`config.mk`:
```
export PLATFORM = sky130hd
export DESIGN_NAME = msdf_operand_serializer
export DESIGN_NICKNAME = d
export VERILOG_FILES = /design/src/rtl/msdf_pkg.sv /design/src/rtl/msdf_digit_shifter.sv /design/src/rtl/msdf_operand_serializer.sv
export SDC_FILE = /design/constraint.sdc
export NUM_CORES = 1
export LEC_CHECK = 0
export CAP_MARGIN = 0
export CORE_UTILIZATION = 55
export DETAILED_ROUTE_END_ITERATION = 7
export GPL_TIMING_DRIVEN = 0
export PLACE_DENSITY_LB_ADDON = 0.08
export REMOVE_ABC_BUFFERS = 1
export SYNTH_ARGS = -nofsm -noshare
export SYNTH_HDL_FRONTEND = slang
export SYNTH_SLANG_ARGS = --single-unit
```
`constraint.sdc`:
```
create_clock -name i_clk -period 2.6 [get_ports i_clk]
set_input_delay 0.39 -clock i_clk [delete_from_list [all_inputs] [get_ports i_clk]]
set_output_delay 0.39 -clock i_clk [all_outputs]
set_load 0.1 [all_outputs]
```
`src/rtl/msdf_pkg.sv`:
```
// rtl/msdf_pkg.sv - shared MSDF digit definitions, FSM states and digit encoder
package msdf_pkg;

  localparam int DIGIT_W = 2;
  localparam int ENC_SD  = 0;
  localparam int ENC_BS  = 1;

  typedef enum logic {
    IDLE = 1'b0,
    SEND = 1'b1
  } state_e;

  // msb_flag marks the negatively weighted leading digit of a two's-complement fraction.
  function automatic logic [DIGIT_W-1:0] encode_digit(input logic msb_flag,
                                                      input logic bit_v,
                                                      input logic mode);
    logic [DIGIT_W-1:0] d;
    if (mode) begin
      d = msb_flag ? {1'b0, bit_v} : {bit_v, 1'b0};
    end else begin
      d = msb_flag ? {bit_v, bit_v} : {1'b0, bit_v};
    end
    return d;
  endfunction

endpackage

```
`src/rtl/msdf_digit_shifter.sv`:
```
// rtl/msdf_digit_shifter.sv - loadable MSB-first operand shift register with digit counter
module msdf_digit_shifter #(
  parameter int DATA_WIDTH = 32,
  parameter int PREC_W     = $clog2(DATA_WIDTH) + 1
) (
  input  logic                  i_clk,
  input  logic                  i_rstn,
  input  logic                  i_load,
  input  logic                  i_shift,
  input  logic [DATA_WIDTH-1:0] i_data,
  output logic                  o_msb,
  output logic [PREC_W-1:0]     o_count
);

  logic [DATA_WIDTH-1:0] sr_q, sr_d;
  logic [PREC_W-1:0]     cnt_q, cnt_d;

  // A load on the final beat of a frame wins over the shift of that beat.
  always_comb begin
    sr_d  = sr_q;
    cnt_d = cnt_q;
    if (i_load) begin
      sr_d  = i_data;
      cnt_d = '0;
    end else if (i_shift) begin
      sr_d  = {sr_q[DATA_WIDTH-2:0], 1'b0};
      cnt_d = cnt_q + PREC_W'(1);
    end
  end

  always_ff @(posedge i_clk or negedge i_rstn) begin
    if (!i_rstn) begin
      sr_q  <= '0;
      cnt_q <= '0;
    end else begin
      sr_q  <= sr_d;
      cnt_q <= cnt_d;
    end
  end

  assign o_msb   = sr_q[DATA_WIDTH-1];
  assign o_count = cnt_q;

endmodule

```
`src/rtl/msdf_operand_serializer.sv`:
```
// rtl/msdf_operand_serializer.sv - serializes operand pairs into MSDF digit pairs on the mbus write channel
module msdf_operand_serializer
  import msdf_pkg::*;
#(
  parameter int DATA_WIDTH    = 32,
  parameter int ENCODING_MODE = 0,
  parameter int PREC_W        = $clog2(DATA_WIDTH) + 1
) (
  input  logic                  i_clk,
  input  logic                  i_rstn,
  input  logic [DATA_WIDTH-1:0] i_op_x,
  input  logic [DATA_WIDTH-1:0] i_op_y,
  input  logic [PREC_W-1:0]     i_op_prec,
  input  logic                  i_op_valid,
  output logic                  o_op_ready,
  output logic                  o_mbus_wen,
  output logic [DIGIT_W-1:0]    o_mbus_wdata_x,
  output logic [DIGIT_W-1:0]    o_mbus_wdata_y,
  output logic                  o_mbus_wvalid,
  output logic                  o_mbus_wlast,
  input  logic                  i_mbus_wready,
  output logic                  o_busy
);

  localparam logic [PREC_W-1:0] FULL_PREC = PREC_W'(DATA_WIDTH);
  localparam logic              MODE      = (ENCODING_MODE == ENC_BS);

  state_e            state_q, state_d;
  logic [PREC_W-1:0] prec_q, prec_d;
  logic [PREC_W-1:0] eff_prec;
  logic [PREC_W-1:0] count_x, count_y;
  logic              msb_x, msb_y;
  logic              is_send, last_beat, op_ready, accept, shift;

  assign eff_prec = ((i_op_prec == '0) || (i_op_prec > FULL_PREC)) ? FULL_PREC : i_op_prec;

  always_comb begin
    state_d   = state_q;
    prec_d    = prec_q;
    is_send   = (state_q == SEND);
    last_beat = is_send && (count_x == (prec_q - PREC_W'(1)));
    op_ready  = !is_send || (last_beat && i_mbus_wready);
    accept    = i_op_valid && op_ready;
    shift     = is_send && i_mbus_wready;
    if (accept) begin
      prec_d = eff_prec;
    end
    case (state_q)
      IDLE: if (accept) state_d = SEND;
      SEND: if (last_beat && i_mbus_wready && !accept) state_d = IDLE;
      default: state_d = IDLE;
    endcase
  end

  always_ff @(posedge i_clk or negedge i_rstn) begin
    if (!i_rstn) begin
      state_q <= IDLE;
      prec_q  <= '0;
    end else begin
      state_q <= state_d;
      prec_q  <= prec_d;
    end
  end

  msdf_digit_shifter #(
    .DATA_WIDTH(DATA_WIDTH),
    .PREC_W    (PREC_W)
  ) u_shift_x (
    .i_clk  (i_clk),
    .i_rstn (i_rstn),
    .i_load (accept),
    .i_shift(shift),
    .i_data (i_op_x),
    .o_msb  (msb_x),
    .o_count(count_x)
  );

  msdf_digit_shifter #(
    .DATA_WIDTH(DATA_WIDTH),
    .PREC_W    (PREC_W)
  ) u_shift_y (
    .i_clk  (i_clk),
    .i_rstn (i_rstn),
    .i_load (accept),
    .i_shift(shift),
    .i_data (i_op_y),
    .o_msb  (msb_y),
    .o_count(count_y)
  );

  // Both counters advance in lockstep; each picks its own leading-digit flag.
  assign o_mbus_wdata_x = is_send ? encode_digit(count_x == '0, msb_x, MODE) : '0;
  assign o_mbus_wdata_y = is_send ? encode_digit(count_y == '0, msb_y, MODE) : '0;
  assign o_mbus_wen     = is_send;
  assign o_mbus_wvalid  = is_send;
  assign o_mbus_wlast   = last_beat;
  assign o_op_ready     = op_ready;
  assign o_busy         = is_send;

endmodule

```
==> results of run 1 <==
what timing repair did:
item                       in CTS  in global routing
gates cloned                    4                  0
setup endpoints to repair      92                 26
hold endpoints to repair       15                  0
setup buffers                  18                  1
hold buffers                    1                  0
resized for setup              41                  4
pin swaps                       7                  1
power breakdown:
group | switching (W) | leakage [nW] | total, W | internal, W
sequential | 0.000639 | 0.998 | 0.00257 | 0.00193
combinational | 0.00285 | 1.91 | 0.00506 | 0.00221
clock | 0.000481 | 0.0995 | 0.000973 | 0.000492
cell families after synthesis:
family	count (synthesis)
and+or+nand+nor	356
xor gates and xnor gates	10
AOI/OAI and AO/OA	221
adders and majority gates	5
muxes	10
DFF	83
buffers and inverters	93
stage by stage:
step | cell area (µm²) | setup slack (ns)
2_1_floorplan | 5690 | -7.31
3_3_place_gp | 6680 | -10.05
3_5_place_dp | 6980 | -2.69
4_1_cts | 7470 | -0.200
5_1_grt | 7500 | -0.257
6_report | 7500 | -0.219
cell type report:
| type | count | area [µm²] | area share [%] |
|---|---|---|---|
| Clock buffer | 13 | 159 | 2.12 |
| Sequential cell | 83 | 2080 | 27.8 |
| Multi-Input combinational cell | 603 | 3660 | 48.9 |
| Tap cell | 136 | 170 | 2.27 |
| Timing Repair Buffer | 117 | 1350 | 18.1 |
| Inverter | 9 | 33.8 | 0.451 |
| Clock inverter | 2 | 35.0 | 0.467 |
registers in the layout, indices dropped and copies added, names as in the netlist:
register           cells
u_shift_x.o_count      6
o_busy                 1
u_shift_y.o_count      6
prec_q                 6
u_shift_x.sr_q        32
u_shift_y.sr_q        32
cells in the final DEF, fill, tap and decap left out, types with 5 or more instances in the layout:
| cell type | count |
|---|---|
| a21oi_1 | 12 |
| and2_1 | 6 |
| buf_12 | 9 |
| buf_4 | 17 |
| buf_6 | 5 |
| clkbuf_8 | 11 |
| clkdlybuf4s50_1 | 70 |
| dfrtp_1 | 82 |
| dlygate4sd2_1 | 5 |
| inv_1 | 6 |
| mux2i_1 | 7 |
| nand2_1 | 64 |
| nand3_1 | 66 |
| nor2_1 | 187 |
| nor2b_1 | 6 |
| o211ai_1 | 60 |
| o21ai_0 | 11 |
| o311a_1 | 62 |
| o31ai_1 | 62 |
| xnor2_1 | 8 |
per-layer routing:
| metal | track usage, % | up-vias |
|---|---|---|
| met5 | 0 | - |
| met4 | 18.1 | 0 |
| met3 | 5.23 | 59 |
| met2 | 57.3 | 393 |
| met1 | 45.8 | 3216 |
| li1 | - | 2966 |
worst paths after layout:
kind                                                       end  slack (ns)  cells after the start
worst max-delay path                              o_mbus_wlast       -0.22                     10
worst min-delay path            u_shift_y.sr_q[19]$_DFFE_PN0P_        0.45                      2
worst max register to register  u_shift_y.sr_q[14]$_DFFE_PN0P_       -0.02                     10
worst min register to register           prec_q[5]$_DFFE_PN0P_        0.54                      1
max in group asynchronous                     o_busy$_DFF_PN0_        1.52                      3
min in group i_clk                       prec_q[5]$_DFFE_PN0P_        0.54                      1
==> metrics.yaml, run 1 <==
crit_type: "reg2out"
leakagePower_nw: 3.01
synth_top_family_by_area: "compound AO/OA/AOI/OAI gates"
yosys.area_share.adder_pct: 1.04
critPathTopFamily: "simple AND/OR/NAND/NOR gates"
hold_viol_final: 0
synthDistinctLibCells: 41
final_core_util_pct: 71.3
grt_pass1_wl_um: 32100
cts_tree: "built"
muxShareOfSynthArea_pct: 1.90
skew_ns: 0.00815
cts_buffers: 9
cts_root_buffer: "clkbuf_8"
ys_seq_area_share_pct: 34.4
start_util_pct: 57.5
nets: 902
portBuffers: 82
grt_start_max_net_pins: 89
post-synth-top-count-cell: "nor2_1"
crit_chain: "inv_2 > ha_4 > xor2_1 > nand3_1 > nor4b_4 > buf_6 > buf_12 > and2_4 > buf_12 > buf_12"
netlist_area_mm2: 0.00604
drv_slew: 0
slowest_stage: "dfrtp_1"
antenna_found_initial: 0
cpMostUsedCell: "buf_12"
path_clk_slew_ns: 0.09
via_count: 6634
first_pass_iters: 5
crit_path_start_kind: "register"
yosys_warnings: 0
worst_pin_slew_ns: 0.972
met3WireLength_um: 1790
cts_buffer_depth: 2
h-tree-depth: 3
violations: "negative setup slack"
tns_ns: -0.450
dr.first_iter.drc_count: 720
synth_edf_count: 0
relSlewSlack_pct: 35.2
io_pins: 83
synth.avg_cell_area_um2: 7.77
gr-total-overflow: 0
wl_met2_um: 9400
ys_top_cells_by_area: "dfrtp_1, nor2_1, o311a_1"
rows: 37
met1_length_um: 7880
insertion_delay_ns: 0.36
routed.top_layer: "met4"
slowest_delay_ns: 0.39
period_minus_slack_ns: 2.82
r2r_start: "prec_q[0]$_DFFE_PN0P_"
layout-drive-gt1-share_pct: 9.31
dp_cells: 926
finalCritPeriodShare_pct: 108
fill_cells: 841
final_cells: 963
dpl.hpwl_um: 10400
wl_per_cell_um: 20.5
die_w_um: 107
synth-xor-area-share_pct: 1.45
ir_drop_uv: 795
synth_top_area_share_pct: 34.4
synth_compound_area_share_pct: 29.5
synth-seq-cells: 83
cp_max_fo: 2
diodes: 0
whs_ns: 0.447
clock_sink_count: 83
grt_pass1_vias: 6526
fmax_mhz: 355
synth-simple-area-share_pct: 25.3
end_kind: "output pin"
synth_ff_type: "dfrtp_1"
min-delay-path-class: "in2async"
power_density_mw_per_mm2: 1150
core-area_mm2: 0.0105
die_h_um: 107
ant_nets: 0
yosys-top-cells-count: "nor2_1, dfrtp_1, nand2_1, nand3_1"
drv_cap: 0
cp.required_ns: 2.21
area_growth_pct: 24.1
outcome: "finished with violations"
rsz0062_at_grt: "yes"
cp.arrival_ns: 2.43
gp_congestion: 0.759
drt-total-wl_um: 19700
viasPerCell: 6.89
grtUsageTotal_pct: 35.3
synth_top_cell_by_area: "dfrtp_1"
crit_start: "prec_q[0]$_DFFE_PN0P_"
drc: 0
finalSetupViolations: 7
synth-async-reset-ratio_pct: 100
syn_inst: 778
dieArea_mm2: 0.0114
total_power_w: 0.00860
worstPathBufferInverterCount: 5
setup_ws_ns: -0.219
(Power assumes the default switching activity.)
==> run 2, diff against run 1 <==
--- a/config.mk
+++ b/config.mk
@@ -9,7 +9,7 @@
 export CORE_UTILIZATION = 55
 export DETAILED_ROUTE_END_ITERATION = 7
 export GPL_TIMING_DRIVEN = 0
-export PLACE_DENSITY_LB_ADDON = 0.08
+export PLACE_DENSITY = 0.79
 export REMOVE_ABC_BUFFERS = 1
 export SYNTH_ARGS = -nofsm -noshare
 export SYNTH_HDL_FRONTEND = slang
==> run 2 against run 1 <==
Against the previous run:
- worst setup slack worse by 0.0079 ns
- the flow still finishes with violations (negative setup slack)
- critical endpoint unchanged
- first-iteration DRC count increased by 8.5%
- non-clock buffer count increased by 2
==> metrics.yaml, run 2 (synthesis results as in run 1) <==
final_common_cell: "nor2_1"
period_minus_slack_ns: 2.83
cp_max_fo: 2
via_count: 6526
portBuffers: 82
cts_tree: "built"
skew_ns: 0.0123
grt_start_max_net_pins: 109
power_switching_w: 0.00396
io_pins: 83
outcome: "finished with violations"
diodes: 0
share_comb_of_total_power_pct: 59.4
relSlewSlack_pct: 35.9
start_util_pct: 57.5
clock_sink_count: 83
grt_pass1_vias: 6229
drc: 0
dpl.hpwl_um: 10500
p_int_w: 0.00471
ant_nets: 0
path_clk_slew_ns: 0.09
rsz0062_at_grt: "yes"
drt-total-wl_um: 18700
wl_per_cell_um: 19.4
drv_cap: 0
final_core_util_pct: 71.5
cts_root_buffer: "clkbuf_8"
viasPerCell: 6.76
insertion_delay_ns: 0.37
fmax_mhz: 354
leakagePower_nw: 3.00
crit_type: "reg2out"
pre_cts_ws_ns: -2.34
cp.required_ns: 2.21
crit_path_start_kind: "register"
first_pass_iters: 5
hold_viol_final: 0
min-delay-path-class: "in2async"
dr.first_iter.drc_count: 781
gp_congestion: 0.800
mostFrequentLayoutCells: "nor2_1, dfrtp_1, clkdlybuf4s50_1, nand3_1, nand2_1"
layout-drive-gt1-share_pct: 9.53
violations: "negative setup slack"
pwr-share-clk_pct: 10.8
rows: 37
cts_buffer_depth: 2
worst_pin_slew_ns: 0.960
area_growth_pct: 24.3
finalSetupViolations: 2
die_h_um: 107
antenna_found_initial: 0
cts_buffers: 9
h-tree-depth: 3
final_cells: 965
dieArea_mm2: 0.0114
total_power_w: 0.00867
end_kind: "output pin"
core-area_mm2: 0.0105
nets: 904
p_seq_share_pct: 29.9
power_density_mw_per_mm2: 1150
ir_drop_uv: 675
grtUsageTotal_pct: 33.4
netSwitchingFraction_pct: 45.6
grt_pass1_wl_um: 30600
finalInstanceArea_mm2: 0.00751
gr-total-overflow: 0
placed_cell_area_mm2: 0.00698
setup_ws_ns: -0.227
top_regs: "u_shift_x.sr_q x32, u_shift_y.sr_q x32"
dp_cells: 926
cp.arrival_ns: 2.44
finalCritPeriodShare_pct: 109
drv_slew: 0
die_w_um: 107
run 2: cell count changes in the layout (fill, tap and decap cells not counted), sizes merged, moves of 2 or more:
cell          before  now
buf               36   40
dlymetal6s2s       0    2
clkbuf            13   10
clkinvlp           0    2
dlygate4sd2        5    3
run 2: per-stage QoR:
step / hold WS [ns] / setup TNS [ns]
2_1_floorplan: 0.0944 / -609.15
3_3_place_gp: 0.520 / -874.37
3_5_place_dp: 0.430 / -68.93
4_1_cts: 0.0417 / -0.310
5_1_grt: 0.0665 / -0.486
6_report: 0.0261 / -0.405
run 2: worst paths after layout:
path	from	end	slack [ns]	cells after the start
worst max-delay path	prec_q[0]$_DFFE_PN0P_	o_mbus_wlast	-0.23	10
worst min-delay path	i_rstn	u_shift_y.sr_q[19]$_DFFE_PN0P_	0.03	1
worst max register to register	prec_q[0]$_DFFE_PN0P_	u_shift_y.sr_q[3]$_DFFE_PN0P_	0.04	12
worst min register to register	u_shift_y.o_count[0]$_DFFE_PN0P_	u_shift_y.o_count[0]$_DFFE_PN0P_	0.55	1
max in group asynchronous	i_rstn	prec_q[2]$_DFFE_PN0P_	1.94	2
min in group i_clk	u_shift_y.o_count[0]$_DFFE_PN0P_	u_shift_y.o_count[0]$_DFFE_PN0P_	0.55	1
run 2: power groups by stage:
| stage | sequential [W] | clock (W) | combinational, W |
|---|---|---|---|
| 4_1_cts | 0.00254 | 0.000940 | 0.00499 |
| 2_1_floorplan | 0.00247 | 0 | 0.00248 |
| 3_3_place_gp | 0.00251 | 0 | 0.00272 |
| 6_report | 0.00259 | 0.000935 | 0.00515 |
| 5_1_grt | 0.00265 | 0.000989 | 0.00549 |
| 3_5_place_dp | 0.00260 | 0 | 0.00423 |
run 2: critical path: stages (launching register included):
cell and delay [ns]:
dfrtp_1 0.42, inv_2 0.09, ha_4 0.20, xor2_1 0.15, nand3_1 0.16, nor4b_4 0.38
buf_8 0.16, buf_12 0.09, and2_4 0.14, buf_12 0.11, buf_12 0.16
run 2: routing by layer:
layer	up-vias	track usage, %	wire [µm]
li1	2975	-	-
met1	3179	44.1	7730
met2	333	55.3	9130
met3	39	4.32	1450
met4	0	14.0	407
met5	-	0	0
run 2: final cells by class:
| type | count | area, µm² |
|---|---|---|
| clock buffers | 10 | 128 |
| multi-input cells | 603 | 3670 |
| inverters | 9 | 33.8 |
| clock inverters | 5 | 55.1 |
| repair buffers | 119 | 1370 |
| flip-flops and latches | 83 | 2080 |
| well taps | 136 | 170 |
| fillers | 806 | 3000 |
run 2: what timing repair did:
action | CTS | global route
gates resized for setup | 38 | 6
setup buffers | 18 | 3
pin swaps | 5 | 3
endpoints found under the setup margin | 92 | 23
hold buffers | 0 | 0
gates cloned | 3 | 0
